### src/rtl/uart_rx_capture.sv
// UART receiver: synchronizer, frame FSM and show-ahead capture FIFO.
// Run-time bit period, static frame format, per-entry parity/framing flags.
module uart_rx_capture #(
    parameter int CLK_DIV_DEFAULT = 434,
    parameter int DATA_BITS       = 8,
    parameter int PARITY          = 0,
    parameter int STOP_BITS       = 1,
    parameter int FIFO_AW         = 4
) (
    input  logic                 wb_clk_i,
    input  logic                 wb_rst_i,
    input  logic                 rx_i,
    input  logic [15:0]          clk_div_i,
    output logic [DATA_BITS-1:0] rx_data_o,
    output logic                 rx_perr_o,
    output logic                 rx_ferr_o,
    output logic                 rx_valid_o,
    input  logic                 rx_ready_i,
    output logic [FIFO_AW:0]     fifo_level_o,
    output logic                 overrun_o,
    input  logic                 overrun_clr_i,
    output logic                 break_o,
    output logic                 busy_o
);

    localparam int DEPTH = 1 << FIFO_AW;
    localparam int EW    = DATA_BITS + 2;

    typedef enum logic [2:0] {
        S_WAIT_HIGH,
        S_IDLE,
        S_START,
        S_DATA,
        S_PARITY,
        S_STOP
    } state_t;

    logic s1_q, s2_q, dly_q;
    logic rx_s, fall;

    state_t               state_q, state_d;
    logic [15:0]          cnt_q, cnt_d;
    logic [15:0]          div_q, div_d;
    logic [3:0]           bit_q, bit_d;
    logic [DATA_BITS-1:0] shift_q, shift_d;
    logic                 perr_q, perr_d;
    logic                 ferr_q, ferr_d;
    logic                 sone_q, sone_d;
    logic [15:0]          div_sel, div_eff;
    logic                 tick, par_exp, ferr_n;
    logic                 push, brk;
    logic [EW-1:0]        push_data;

    logic [EW-1:0]      mem_q [DEPTH];
    logic [FIFO_AW-1:0] wr_q, rd_q;
    logic [FIFO_AW:0]   lvl_q, lvl_d;
    logic               ovr_q, brk_q;
    logic               full, pop, wr_en, valid;

    always_ff @(posedge wb_clk_i) begin
        if (wb_rst_i) begin
            s1_q  <= 1'b1;
            s2_q  <= 1'b1;
            dly_q <= 1'b1;
        end else begin
            s1_q  <= rx_i;
            s2_q  <= s1_q;
            dly_q <= s2_q;
        end
    end

    assign rx_s = s2_q;
    assign fall = dly_q & ~s2_q;

    assign div_sel = (clk_div_i == 16'd0) ? 16'(CLK_DIV_DEFAULT) : clk_div_i;
    assign div_eff = (div_sel < 16'd4) ? 16'd4 : div_sel;

    assign tick    = (cnt_q == 16'd0);
    assign par_exp = (PARITY == 2) ? ^shift_q : ~^shift_q;
    assign ferr_n  = ferr_q | ~rx_s;

    always_ff @(posedge wb_clk_i) begin
        if (wb_rst_i) begin
            state_q <= S_WAIT_HIGH;
            cnt_q   <= '0;
            div_q   <= '0;
            bit_q   <= '0;
            shift_q <= '0;
            perr_q  <= 1'b0;
            ferr_q  <= 1'b0;
            sone_q  <= 1'b0;
        end else begin
            state_q <= state_d;
            cnt_q   <= cnt_d;
            div_q   <= div_d;
            bit_q   <= bit_d;
            shift_q <= shift_d;
            perr_q  <= perr_d;
            ferr_q  <= ferr_d;
            sone_q  <= sone_d;
        end
    end

    always_comb begin
        state_d   = state_q;
        cnt_d     = cnt_q;
        div_d     = div_q;
        bit_d     = bit_q;
        shift_d   = shift_q;
        perr_d    = perr_q;
        ferr_d    = ferr_q;
        sone_d    = sone_q;
        push      = 1'b0;
        brk       = 1'b0;
        push_data = {ferr_n, perr_q, shift_q};
        unique case (state_q)
            S_WAIT_HIGH: begin
                if (rx_s) state_d = S_IDLE;
            end
            S_IDLE: begin
                if (fall) begin
                    state_d = S_START;
                    div_d   = div_eff;
                    cnt_d   = {1'b0, div_eff[15:1]};
                end
            end
            S_START: begin
                if (!tick) begin
                    cnt_d = cnt_q - 16'd1;
                end else if (rx_s) begin
                    state_d = S_IDLE;
                end else begin
                    state_d = S_DATA;
                    cnt_d   = div_q - 16'd1;
                    bit_d   = '0;
                    perr_d  = 1'b0;
                    ferr_d  = 1'b0;
                    sone_d  = 1'b0;
                end
            end
            S_DATA: begin
                if (!tick) begin
                    cnt_d = cnt_q - 16'd1;
                end else begin
                    shift_d = {rx_s, shift_q[DATA_BITS-1:1]};
                    cnt_d   = div_q - 16'd1;
                    if (bit_q == 4'(DATA_BITS - 1)) begin
                        bit_d   = '0;
                        state_d = (PARITY != 0) ? S_PARITY : S_STOP;
                    end else begin
                        bit_d = bit_q + 4'd1;
                    end
                end
            end
            S_PARITY: begin
                if (!tick) begin
                    cnt_d = cnt_q - 16'd1;
                end else begin
                    perr_d  = rx_s ^ par_exp;
                    cnt_d   = div_q - 16'd1;
                    state_d = S_STOP;
                end
            end
            S_STOP: begin
                if (!tick) begin
                    cnt_d = cnt_q - 16'd1;
                end else begin
                    ferr_d = ferr_n;
                    sone_d = sone_q | rx_s;
                    cnt_d  = div_q - 16'd1;
                    if (bit_q == 4'(STOP_BITS - 1)) begin
                        // Break: all-zero data and no stop sample ever high
                        push    = 1'b1;
                        brk     = (shift_q == '0) & ~(sone_q | rx_s);
                        state_d = brk ? S_WAIT_HIGH : S_IDLE;
                    end else begin
                        bit_d = bit_q + 4'd1;
                    end
                end
            end
            default: state_d = S_WAIT_HIGH;
        endcase
    end

    assign valid = (lvl_q != '0);
    assign full  = (lvl_q == (FIFO_AW+1)'(DEPTH));
    assign pop   = valid & rx_ready_i;
    assign wr_en = push & (~full | pop);

    always_comb begin
        lvl_d = lvl_q;
        if (wr_en && !pop) lvl_d = lvl_q + 1'b1;
        if (!wr_en && pop) lvl_d = lvl_q - 1'b1;
    end

    always_ff @(posedge wb_clk_i) begin
        if (wr_en) mem_q[wr_q] <= push_data;
    end

    always_ff @(posedge wb_clk_i) begin
        if (wb_rst_i) begin
            wr_q  <= '0;
            rd_q  <= '0;
            lvl_q <= '0;
            ovr_q <= 1'b0;
            brk_q <= 1'b0;
        end else begin
            if (wr_en) wr_q <= wr_q + 1'b1;
            if (pop)   rd_q <= rd_q + 1'b1;
            lvl_q <= lvl_d;
            brk_q <= brk;
            if (push && !wr_en) ovr_q <= 1'b1;
            else if (overrun_clr_i) ovr_q <= 1'b0;
        end
    end

    assign rx_valid_o   = valid;
    assign {rx_ferr_o, rx_perr_o, rx_data_o} = valid ? mem_q[rd_q] : '0;
    assign fifo_level_o = lvl_q;
    assign overrun_o    = ovr_q;
    assign break_o      = brk_q;
    assign busy_o       = (state_q != S_WAIT_HIGH) && (state_q != S_IDLE);

endmodule

### config.mk
export PLATFORM = sky130hd
export DESIGN_NAME = uart_rx_capture
export DESIGN_NICKNAME = d
export VERILOG_FILES = /design/src/rtl/uart_rx_capture.sv
export SDC_FILE = /design/constraint.sdc
export NUM_CORES = 1
export LEC_CHECK = 0
export ABC_AREA = 1
export CORE_ASPECT_RATIO = 0.75
export CORE_MARGIN = 4
export CORE_UTILIZATION = 30
export CTS_BUF_LIST = sky130_fd_sc_hd__clkbuf_8
export DETAILED_ROUTE_END_ITERATION = 10
export REMOVE_ABC_BUFFERS = 1
export SYNTH_ARGS = -nofsm -noshare
export SYNTH_HDL_FRONTEND = slang
export SYNTH_SLANG_ARGS = --single-unit
### constraint.sdc
create_clock -name wb_clk_i -period 3.7 [get_ports wb_clk_i]
set_input_delay 0.74 -clock wb_clk_i [delete_from_list [all_inputs] [get_ports wb_clk_i]]
set_output_delay 0.74 -clock wb_clk_i [all_outputs]
set_load 0.05 [all_outputs]
Word-level counts from Yosys, hierarchy flattened

Memories as Yosys holds them, arrays and structs flattened. A register that Yosys moved wholly into a read port is not among the register bits.
Cells that the tools add are included.
Widths: inputs -> output; s select.

Register bits: 68
Latch bits: 0
Bits in writable memories: 160
ROM bits: 0
Input bits: 21
Output and inout port bits: 19
Word-level logic and storage cells: 132
Memories kept: 1

Memory list:

| name  | words | width | rd ports | clocked after memory_dff | wr ports | RTL line | text |
|---|---|---|---|---|---|---|---|
| mem_q | 16    | 10    | 1        | 1                        | 1        | 54       | `logic [EW-1:0] mem_q [DEPTH];` |

$add $sub $neg: 7
$mul: 0
Div/mod/pow operators: 0
$lt $le $gt $ge: 1
Equality and inequality tests: 19
Shift operators: 0
Multiplexer cells: 45
Bitwise operators: 14
Reduce and logical (&&, ||, !) cells: 29

Operators with widths:

| cell                  | count |
|---|---|
| $mux 16               | 6 |
| $pmux 16 s3           | 1 |
| $logic_not 16->1      | 2 |
| $mux 4                | 8 |
| $sub 16x1->16 const B | 2 |
| $mux 3                | 8 |
| $ne 2x2->1 const B    | 10 |
| $pmux 3 s6            | 1 |
| $lt 16x3->1 const B   | 1 |
| $mux 1                | 13 |
| $add 4x1->4 const B   | 3 |
| $pmux 4 s3            | 1 |
| $mux 10               | 1 |
| $mux 5                | 2 |
| $reduce_bool 3->1     | 3 |
| $logic_not 8->1       | 1 |
| $reduce_and 4->1      | 2 |
| $reduce_and 8->1      | 1 |
| $reduce_bool 2->1     | 4 |
| $reduce_xnor 8->1     | 1 |
| $eq 3x2->1 const B    | 2 |
| $eq 3x3->1 const B    | 2 |
| $not 1->1             | 6 |
| $pmux 1 s2            | 3 |
| 21 further kinds      | 31 |

Logic depth before layout (Yosys ltp)

Gate-level depths: netlist of the first run.

Depth in word-level cells: 8
Gate-level depth with buffers: 18
Mapped depth without buffers: 18

Worst setup path before layout of the first run

Ideal clock, no wire load.

Path kind: reg2reg
Start: reg lvl_q[0] (netlist: fifo_level_o[0])
End: reg lvl_q[4] (netlist: fifo_level_o[4])
Data arrival time: 2.885 ns
Data required time: 3.630 ns
Slack: 0.745 ns
Stages on the path, launching flop included: 17
Clock period less this slack: 2.955 ns
Path through: dfxtp_1 > inv_1 > nand4_1 > nor2_1 > inv_1 > nand2_1 > inv_1 > ha_1 > inv_1 > fa_1 > inv_1 > a31oi_1 > inv_1 > o21ai_0 > a21oi_1 > o21ai_0 > a21oi_1

Longest elaborated chain between the ends: 7
Elaborated cells between the ends (all ways): 15
Those cells by class: add/sub (2); eq/ne (1); mux (2); bitwise (4); reduce/logical (6)

Ends and longest elaborated chain:

| item                                        | RTL line | text |
|---|---|---|
| start: declaration                          | 56       | `logic [FIFO_AW:0] lvl_q, lvl_d;` |
| start signal: assignment                    | 210      | `lvl_q <= lvl_d;` |
| $reduce_bool 5->1 (*)                       | 185      | `assign valid = (lvl_q != '0);` |
| net rx_valid_o                              | 17       | `output logic rx_valid_o,` |
| $and 1x1->1 (*)                             | 187      | `assign pop = valid & rx_ready_i;` |
| net pop                                     | 58       | `logic full, pop, wr_en, valid;` |
| $or 1x1->1                                  | 188      | `assign wr_en = push & (~full \| pop);` |
| $and 1x1->1                                 | 188      |  |
| $logic_not 1->1                             | 193      | `if (!wr_en && pop) lvl_d = lvl_q - 1'b1;` |
| $logic_and 1x1->1                           | 193      |  |
| $mux 5 or $reduce_bool 2->1 (tied branches) | -        |  |

Mark *: on every way through the listed nets, which the timed path passes. The rest lies on a longest branch. The select of a mux whose other input is x is not followed.
A chain may end at the register's enable or synchronous reset.

==> results of run 1 <==
## power groups by stage
stage	combinational, mW	sequential (mW)	clock [mW]
2_1_floorplan	3.06	3.25	0
3_3_place_gp	4.39	3.15	0
3_5_place_dp	4.45	3.16	0
4_1_cts	4.47	3.10	2.13
5_1_grt	4.99	3.13	2.25
6_report	4.46	3.10	2.07
## layer usage
layer | up-vias | global-route usage | wire length [um]
met4 | 0 | 0.0356 | 399
met3 | 31 | 0.0261 | 1310
li1 | 3873 | - | -
met1 | 3714 | 0.194 | 12500
met5 | - | 0 | 0
met2 | 198 | 0.217 | 11500
## worst max-delay path, stage by stage, from the launching register on
cell     delay, ps
dfxtp_2        330
buf_4          400
buf_6          330
nor2_1          90
o22ai_1        140
nor2_1          60
nor2_1          90
o21ai_0        100
a21oi_1        300
buf_4          260
## flip-flops by register name, summed over array words and instances (netlist names), 3 cells and up, named ones only
signal,flops
shift_q,8
div_q,16
bit_q,4
state_q,3
rd_q,4
cnt_q,16
fifo_level_o,5
mem_q,160
wr_q,4
## synth_stat cells, drive strengths merged, types with 5 or more instances
cell type  number
nor2          171
edfxtp        160
nand2         140
o21ai         132
inv           100
a21oi          73
dfxtp          72
nand3          57
clkbuf         38
o221ai         31
ha             19
buf            13
o22ai          12
nor3            9
nand3b          8
a31oi           5
## layout make-up
class | count | area [sq um]
Multi-Input combinational cell | 689 | 3580
Timing Repair Buffer | 76 | 672
Sequential cell | 232 | 6250
Tap cell | 450 | 563
Inverter | 101 | 379
Clock buffer | 40 | 551
Fill cell | 3402 | 21800
Clock inverter | 25 | 131
## placed cells by master, fill, tap and decap left out, drive strengths merged, types with 3 or more instances in the layout
cell / count
buf: 47
o21ai: 132
o221ai: 31
nand3: 57
inv: 115
ha: 19
nand3b: 8
nor3: 9
clkbuf: 40
nor4: 3
clkinv: 9
clkdlybuf4s50: 29
o22ai: 12
xnor2: 4
a211oi: 4
edfxtp: 160
xor2: 3
dfxtp: 72
a21oi: 73
nand2: 140
nand4: 4
or2: 3
a31oi: 5
nor2: 171
## how the worst min path moves through the flow
stage	start	end	slack, ps
3_3_place_gp	s1_q	rx_s	430
6_report	s1_q	rx_s	440
2_1_floorplan	s1_q	rx_s	390
5_1_grt	s1_q	rx_s	470
3_5_place_dp	s1_q	rx_s	440
4_1_cts	s1_q	rx_s	450
## logic make-up after synthesis
kind of cell,share of synthesized area
buffers and inverters,0.0579
adder cells (fa/ha/maj),0.0247
AO/OA/AOI/OAI,0.145
flip-flops,0.599
AND/OR/NAND/NOR,0.168
XOR/XNOR,0.00588
## what timing repair did
| action | 4_1_cts | 5_1_grt |
|---|---|---|
| setup endpoints to repair | 0 | 2 |
| setup buffers | 0 | 0 |
| gates resized for setup | 0 | 1 |
## through the flow
stage	cells	cell area (sq um)
2_1_floorplan	1022	10200
3_3_place_gp	1548	11400
3_5_place_dp	1548	11400
4_1_cts	1613	12100
5_1_grt	1613	12100
6_report	1613	12100
==> results.py, run 1 <==
metrics = {
    "outcome": {
        "status": "finished clean",
    },
    "grt": {
        "antenna_found_initial": 0,
        "grtUsageTotal": 0.137,
        "grt_pass1_vias": 7752,
        "grt_start_max_net_pins": 47,
        "grt_pass1_wl_um": 42000,
        "grt.overflow.total": 0,
    },
    "sta": {
        "slew_viol_final": 0,
        "finalCriticalPeriod_ps": 3400,
        "final-setup-viol-count": 0,
        "tns_ps": 0,
        "relSlewSlack": 0.432,
        "fin_ws_ps": 300,
        "worst_pin_slew_ps": 851,
        "fin_worst_skew_ps": 35.4,
        "fin_crit_sh": 0.919,
        "fmax_mhz": 294,
        "holdWs_ps": 437,
        "rsz0062_at_grt": "false",
        "finalHoldViolations": 0,
    },
    "synth": {
        "synthesis.area_sq_um": 10400,
        "synthTopCellsByArea": "edfxtp_1, dfxtp_1, o21ai_0",
        "synth_top_area_frac": 0.461,
        "ys.flop_type": "edfxtp_1",
        "synth_edf_count": 160,
        "syn_avg_cell_area_sq_um": 9.72,
        "ys_types": 48,
        "synthCells": 1073,
        "synth_top_area_cell": "edfxtp_1",
        "async_flop_share": 0,
        "synth_warnings": 0,
        "ys_seq_elements": 232,
        "synth-seq-area-share": 0.599,
    },
    "layout": {
        "final_util": 0.358,
        "antenna_cells": 0,
        "area_delta_synth_final_pct": 16.2,
        "drive_gt1_frac": 0.112,
        "nNetsFinal": 1179,
    },
    "die": {
        "core_sq_um": 33900,
        "die_area_sq_um": 37800,
        "die_w_um": 223,
        "row_count": 58,
        "dieHeight_um": 169,
        "initial_core_util": 0.308,
        "io_pins": 40,
    },
    "power": {
        "clkPwrFrac": 0.215,
        "netSwitchingPower_mw": 4.26,
        "p_leak_nw": 4.73,
        "p_total_mw": 9.63,
        "p_comb_frac": 0.463,
        "pwr-share-seq": 0.322,
        "p_sw_frac": 0.443,
        "power_density_nw_per_um2": 794,
        "ir_drop_mv": 0.480,
        "p_int_mw": 5.37,
    },
    "placement": {
        "hpwlAfterDp_um": 16600,
        "io_buffers": 39,
        "place_ws_ps": 373,
        "gp_congestion": 0.850,
    },
    "route": {
        "viasPerCell": 4.85,
        "routed_wirelength_um": 25700,
        "drt-initial-drc-count": 710,
        "postRouteAntennaNets": 0,
        "first_pass_iters": 5,
        "vias": 7816,
        "drc_errors": 0,
        "wl_per_cell_um": 16.0,
    },
    "setup_path": {
        "crit_end": "rx_data_o[5]",
        "critPathArrivalTime_ps": 2660,
        "critPathLaunchType": "register",
        "worst-r2r-setup-slack_ps": 720,
        "cp_max_fo": 46,
        "r2r_cells": 17,
        "cp.required_ps": 2960,
        "rr_endpoint": "fifo_level_o[4]",
        "r2r-start": "state_q[2]",
        "critPathCaptureType": "output port",
        "path_class": "register to output port",
    },
    "worst_hold_path": {
        "hp-class": "register to register",
        "holdPathStages": 1,
    },
    "cts": {
        "clk_path_buf_depth": 3,
        "cts_max_level": 2,
        "cts_tree": "built",
        "cts_hold_buf": 0,
        "clk_latency_ps": 560,
        "cts_root_buf": "clkbuf_8",
        "cts.sinks": 232,
        "numCtsBuffers": 38,
        "clk_pin_slew_ps": 70,
    },
    "job": {
        "drv_cap": 0,
    },
}
No activity file was read; power rests on OpenSTA's default activity.
==> run 2: changes to the inputs <==
- GPL_ROUTABILITY_DRIVEN: unset -> 1
- clock period: 3.7 -> 2.9 ns (I/O delays scaled with it)
==> run 2 against run 1 <==
Critical path depth did not move. Die area stayed put. Final cell count grew 2.3%. Clock power is 29% higher. Register-to-register slack worse by 410 ps. Worst setup slack got worse by 190 ps. Count of clock-buffer cells in the layout up 2. Core utilization up 1.2 points. Largest power group unchanged. Highest routed layer unchanged.
==> results.py, run 2 (synthesis results as in run 1) <==
metrics = {
    "outcome": {
        "status": "finished clean",
    },
    "route": {
        "vias": 8062,
        "postRouteAntennaNets": 0,
        "drc_errors": 0,
        "routed_wirelength_um": 26800,
        "first_pass_iters": 5,
        "wl_per_cell_um": 16.2,
        "drt-initial-drc-count": 521,
        "viasPerCell": 4.89,
    },
    "die": {
        "initial_core_util": 0.308,
        "die_area_sq_um": 37800,
        "dieHeight_um": 169,
        "core_sq_um": 33900,
        "io_pins": 40,
        "die_w_um": 223,
        "row_count": 58,
    },
    "power": {
        "ir_drop_mv": 0.812,
        "power_density_nw_per_um2": 1010,
        "p_leak_nw": 4.96,
    },
    "cts": {
        "clk_path_buf_depth": 3,
        "clk_latency_ps": 560,
        "cts_root_buf": "clkbuf_8",
        "clk_pin_slew_ps": 60,
        "numCtsBuffers": 38,
        "cts_tree": "built",
        "cts.sinks": 232,
        "cts_max_level": 2,
    },
    "worst_hold_path": {
        "min_from": "s1_q",
        "hp-class": "register to register",
        "holdPathStages": 1,
        "hold_end": "rx_s",
    },
    "setup_path": {
        "critPathCaptureType": "output port",
        "r2r_cells": 18,
        "cp_max_fo": 14,
        "max_stage_delay_ps": 400,
        "crit_buf_inv": 3,
        "critPathLaunchType": "register",
        "path_class": "register to output port",
        "critPathArrivalTime_ps": 2210,
        "crit_path_cell_trace": "clkinv_8, buf_12, o21ai_0, o22ai_1, nor2_1, nor2_1, o21ai_0, a21oi_1, buf_4",
        "worst-r2r-setup-slack_ps": 310,
        "r2r-start": "cnt_q[15]",
        "cp_top_family": "compound AO/OA/AOI/OAI gates",
        "rr_endpoint": "fifo_level_o[4]",
        "cp.required_ps": 2320,
        "slowest_stage": "dfxtp_4",
    },
    "layout": {
        "final_area_sq_um": 12500,
        "final_cell_mix": "nor2_1, edfxtp_1, o21ai_0",
        "antenna_cells": 0,
        "fin_cells": 1650,
        "nNetsFinal": 1212,
        "drive_gt1_frac": 0.143,
        "nFillCells": 3337,
        "largestRegisters": "mem_q: 160 flops, cnt_q: 16 flops, div_q: 16 flops",
        "largest_register_ff_count": 160,
        "multi_input_area_sq_um": 3590,
        "final_util": 0.370,
        "registers.top_by_ff_count": "mem_q",
        "final_common_cell": "nor2_1",
        "area_delta_synth_final_pct": 20.2,
        "final-seq-area_sq_um": 6250,
    },
    "grt": {
        "grtUsageTotal": 0.135,
        "grt_pass1_wl_um": 41500,
        "grt.overflow.total": 0,
        "grt_pass1_vias": 7738,
        "antenna_found_initial": 0,
        "grt_start_max_net_pins": 46,
    },
    "job": {
        "drv_cap": 0,
    },
    "placement": {
        "place_ws_ps": -129,
        "placed_cells": 1571,
        "io_buffers": 39,
        "gp_congestion": 0.849,
        "dpl_cell_area_sq_um": 11600,
        "hpwlAfterDp_um": 16800,
    },
    "sta": {
        "fin_crit_sh": 0.962,
        "fmax_mhz": 358,
        "slew_viol_final": 0,
        "final-setup-viol-count": 0,
        "relSlewSlack": 0.566,
        "finalCriticalPeriod_ps": 2790,
        "fin_worst_skew_ps": 32.7,
        "tns_ps": 0,
        "fin_ws_ps": 110,
        "finalHoldViolations": 0,
        "worst_pin_slew_ps": 651,
    },
}
[run 2: cell type report]
cell class | count | area share
Clock inverter | 27 | 0.0103
Tap cell | 450 | 0.0449
Timing Repair Buffer | 109 | 0.0815
Sequential cell | 232 | 0.499
Clock buffer | 42 | 0.0461
Multi-Input combinational cell | 689 | 0.287
Inverter | 101 | 0.0317
[run 2: how the worst max path moves through the flow]
stage | cells past startpoint | end
floorplan | 7 | rx_data_o[0]
global placement | 15 | fifo_level_o[4]
detailed placement | 15 | fifo_level_o[4]
CTS | 7 | rx_data_o[0]
global route | 18 | fifo_level_o[4]
finish | 9 | rx_data_o[5]
[run 2: timing repair]
action / CTS / global route
setup buffers: 0 / 5
pin swaps: 0 / 2
cloned: 1 / 4
endpoints found under the hold margin: 0 / 0
hold buffers: 0 / 0
gates resized for setup: 7 / 12
endpoints found under the setup margin: 8 / 9
[run 2: power breakdown]
part | internal [mW] | switching, mW | total (mW)
clock network | 1.35 | 1.32 | 2.66
logic | 2.03 | 4.00 | 6.03
registers | 3.74 | 0.195 | 3.94
[run 2: through the flow]
| stage | hold slack (ps) | power (mW) |
|---|---|---|
| final | 429 | 12.6 |
| after CTS | 427 | 12.5 |
| after floorplan | 389 | 8.05 |
| after detailed placement | 412 | 9.72 |
| after global routing | 464 | 13.5 |
| after global placement | 399 | 9.66 |
[run 2: layer usage]
layer / vias to the layer above / global-route usage / routed length (um)
li1: 3952 / - / -
met1: 3807 / 0.191 / 12600
met2: 258 / 0.212 / 11900
met3: 45 / 0.0252 / 1720
met4: 0 / 0.0418 / 561
met5: - / 0 / 0
==> run 3: changes to the inputs <==
- CAP_MARGIN: unset -> 5
- SKIP_LAST_GASP: unset -> 1
==> run 3 against run 2 <==
Hold slack barely moved. Via count barely moved. Clock power barely moved. Non-clock buffer count did not move. Sequential share of layout area did not move. Combinational power barely moved. Largest power group unchanged.
==> results.py, run 3 (synthesis results as in run 1) <==
metrics = {
    "outcome": {
        "status": "finished clean",
    },
    "route": {
        "drt-initial-drc-count": 528,
        "first_pass_iters": 5,
        "viasPerCell": 4.88,
        "drc_errors": 0,
        "routed_wirelength_um": 26700,
        "vias": 8057,
        "wl_per_cell_um": 16.2,
        "postRouteAntennaNets": 0,
    },
    "grt": {
        "grt.overflow.total": 0,
        "grtUsageTotal": 0.135,
        "grt_pass1_vias": 7738,
        "grt_pass1_wl_um": 41500,
        "grt_start_max_net_pins": 46,
        "antenna_found_initial": 0,
    },
    "setup_path": {
        "cp_max_fo": 14,
        "critPathLaunchType": "register",
        "rr_endpoint": "fifo_level_o[4]",
        "path_class": "register to output port",
        "r2r-start": "cnt_q[15]",
        "worst-r2r-setup-slack_ps": 310,
        "r2r_cells": 18,
        "critPathArrivalTime_ps": 2210,
        "critPathCaptureType": "output port",
        "cp.required_ps": 2320,
    },
    "layout": {
        "fin_cells": 1650,
        "registers.top_by_ff_count": "mem_q",
        "final_area_sq_um": 12500,
        "final_cell_mix": "nor2_1, edfxtp_1, o21ai_0",
        "drive_gt1_frac": 0.143,
        "nFillCells": 3336,
        "final_common_cell": "nor2_1",
        "antenna_cells": 0,
        "nNetsFinal": 1212,
        "largestRegisters": "mem_q: 160 flops, cnt_q: 16 flops, div_q: 16 flops",
        "largest_register_ff_count": 160,
        "final_util": 0.370,
        "area_delta_synth_final_pct": 20.2,
    },
    "placement": {
        "gp_congestion": 0.849,
        "placed_cells": 1571,
        "hpwlAfterDp_um": 16800,
        "dpl_cell_area_sq_um": 11600,
        "io_buffers": 39,
    },
    "sta": {
        "final-setup-viol-count": 0,
        "slew_viol_final": 0,
        "fin_crit_sh": 0.962,
        "holdWs_ps": 429,
        "fmax_mhz": 358,
        "rsz0062_at_grt": "true",
        "relSlewSlack": 0.564,
        "finalCriticalPeriod_ps": 2790,
        "finalHoldViolations": 0,
        "worst_pin_slew_ps": 653,
        "fin_worst_skew_ps": 31.5,
    },
    "die": {
        "die_area_sq_um": 37800,
        "core_sq_um": 33900,
        "io_pins": 40,
        "dieHeight_um": 169,
        "die_w_um": 223,
        "initial_core_util": 0.308,
        "row_count": 58,
    },
    "worst_hold_path": {
        "hp-class": "register to register",
        "holdPathStages": 1,
        "hold_end": "rx_s",
        "min_from": "s1_q",
    },
    "cts": {
        "cts_tree": "built",
        "numCtsBuffers": 38,
        "cts_max_level": 2,
        "cts_root_buf": "clkbuf_8",
        "clk_path_buf_depth": 3,
        "clk_latency_ps": 560,
        "clk_pin_slew_ps": 60,
        "cts.sinks": 232,
    },
    "power": {
        "p_total_mw": 12.6,
        "p_leak_nw": 4.96,
        "ir_drop_mv": 0.812,
        "power_density_nw_per_um2": 1010,
    },
    "job": {
        "drv_cap": 0,
    },
}
## run 3: report_power, final
group / internal, mW / leakage [nW] / total, mW / switching [mW]
registers: 3.74 / 2.27 / 3.94 / 0.195
clock network: 1.35 / 0.414 / 2.67 / 1.32
logic: 2.03 / 2.28 / 6.03 / 4.00
## run 3: timing repair
action | CTS | global route
endpoints found under the setup margin | 8 | 10
gates cloned | 1 | 4
buffers inserted | 0 | 5
pin swaps | 0 | 2
hold buffers | 0 | 0
resized for setup | 5 | 14
## run 3: worst max-delay path by stage
stage / start / cells past startpoint / end
after detailed placement: rx_ready_i / 15 / fifo_level_o[4]
after global placement: rx_ready_i / 15 / fifo_level_o[4]
final: register / 9 / rx_data_o[5]
after global routing: cnt_q[15] / 18 / fifo_level_o[4]
after floorplan: register / 7 / rx_data_o[0]
after CTS: register / 9 / rx_data_o[5]
## run 3: per-stage QoR
| stage | TNS [ps] | worst slack (ps) |
|---|---|---|
| floorplan | -17390 | -1700 |
| global route | -11.2 | -10.2 |
| finish | 0 | 109 |
| CTS | -28.0 | -28.0 |
| global placement | -60.7 | -60.7 |
| detailed placement | -152 | -129 |
## run 3: cell type report
class,count,area [sq um],area share
inverters,101,398,0.0317
well taps,450,563,0.0449
clock buffers,42,578,0.0461
clock inverters,27,129,0.0103
repair buffers,109,1020,0.0815
flip-flops and latches,232,6250,0.499
multi-input cells,689,3590,0.287
## run 3: layer usage
layer	vias to the layer above	share of wire	global-route usage	wire, um
li1	3949	-	-	-
met1	3781	0.46	0.190	12300
met2	284	0.44	0.212	11900
met3	43	0.075	0.0252	2010
met4	0	0.021	0.0418	560
met5	-	0	0	0
## run 3: critical path, stage by stage, from the launching register on
cell      delay, ps
dfxtp_4         400
clkinv_8        110
buf_12          150
o21ai_0          80
o22ai_1         190
nor2_1           60
nor2_1           90
o21ai_0         110
a21oi_1         240
buf_4           240
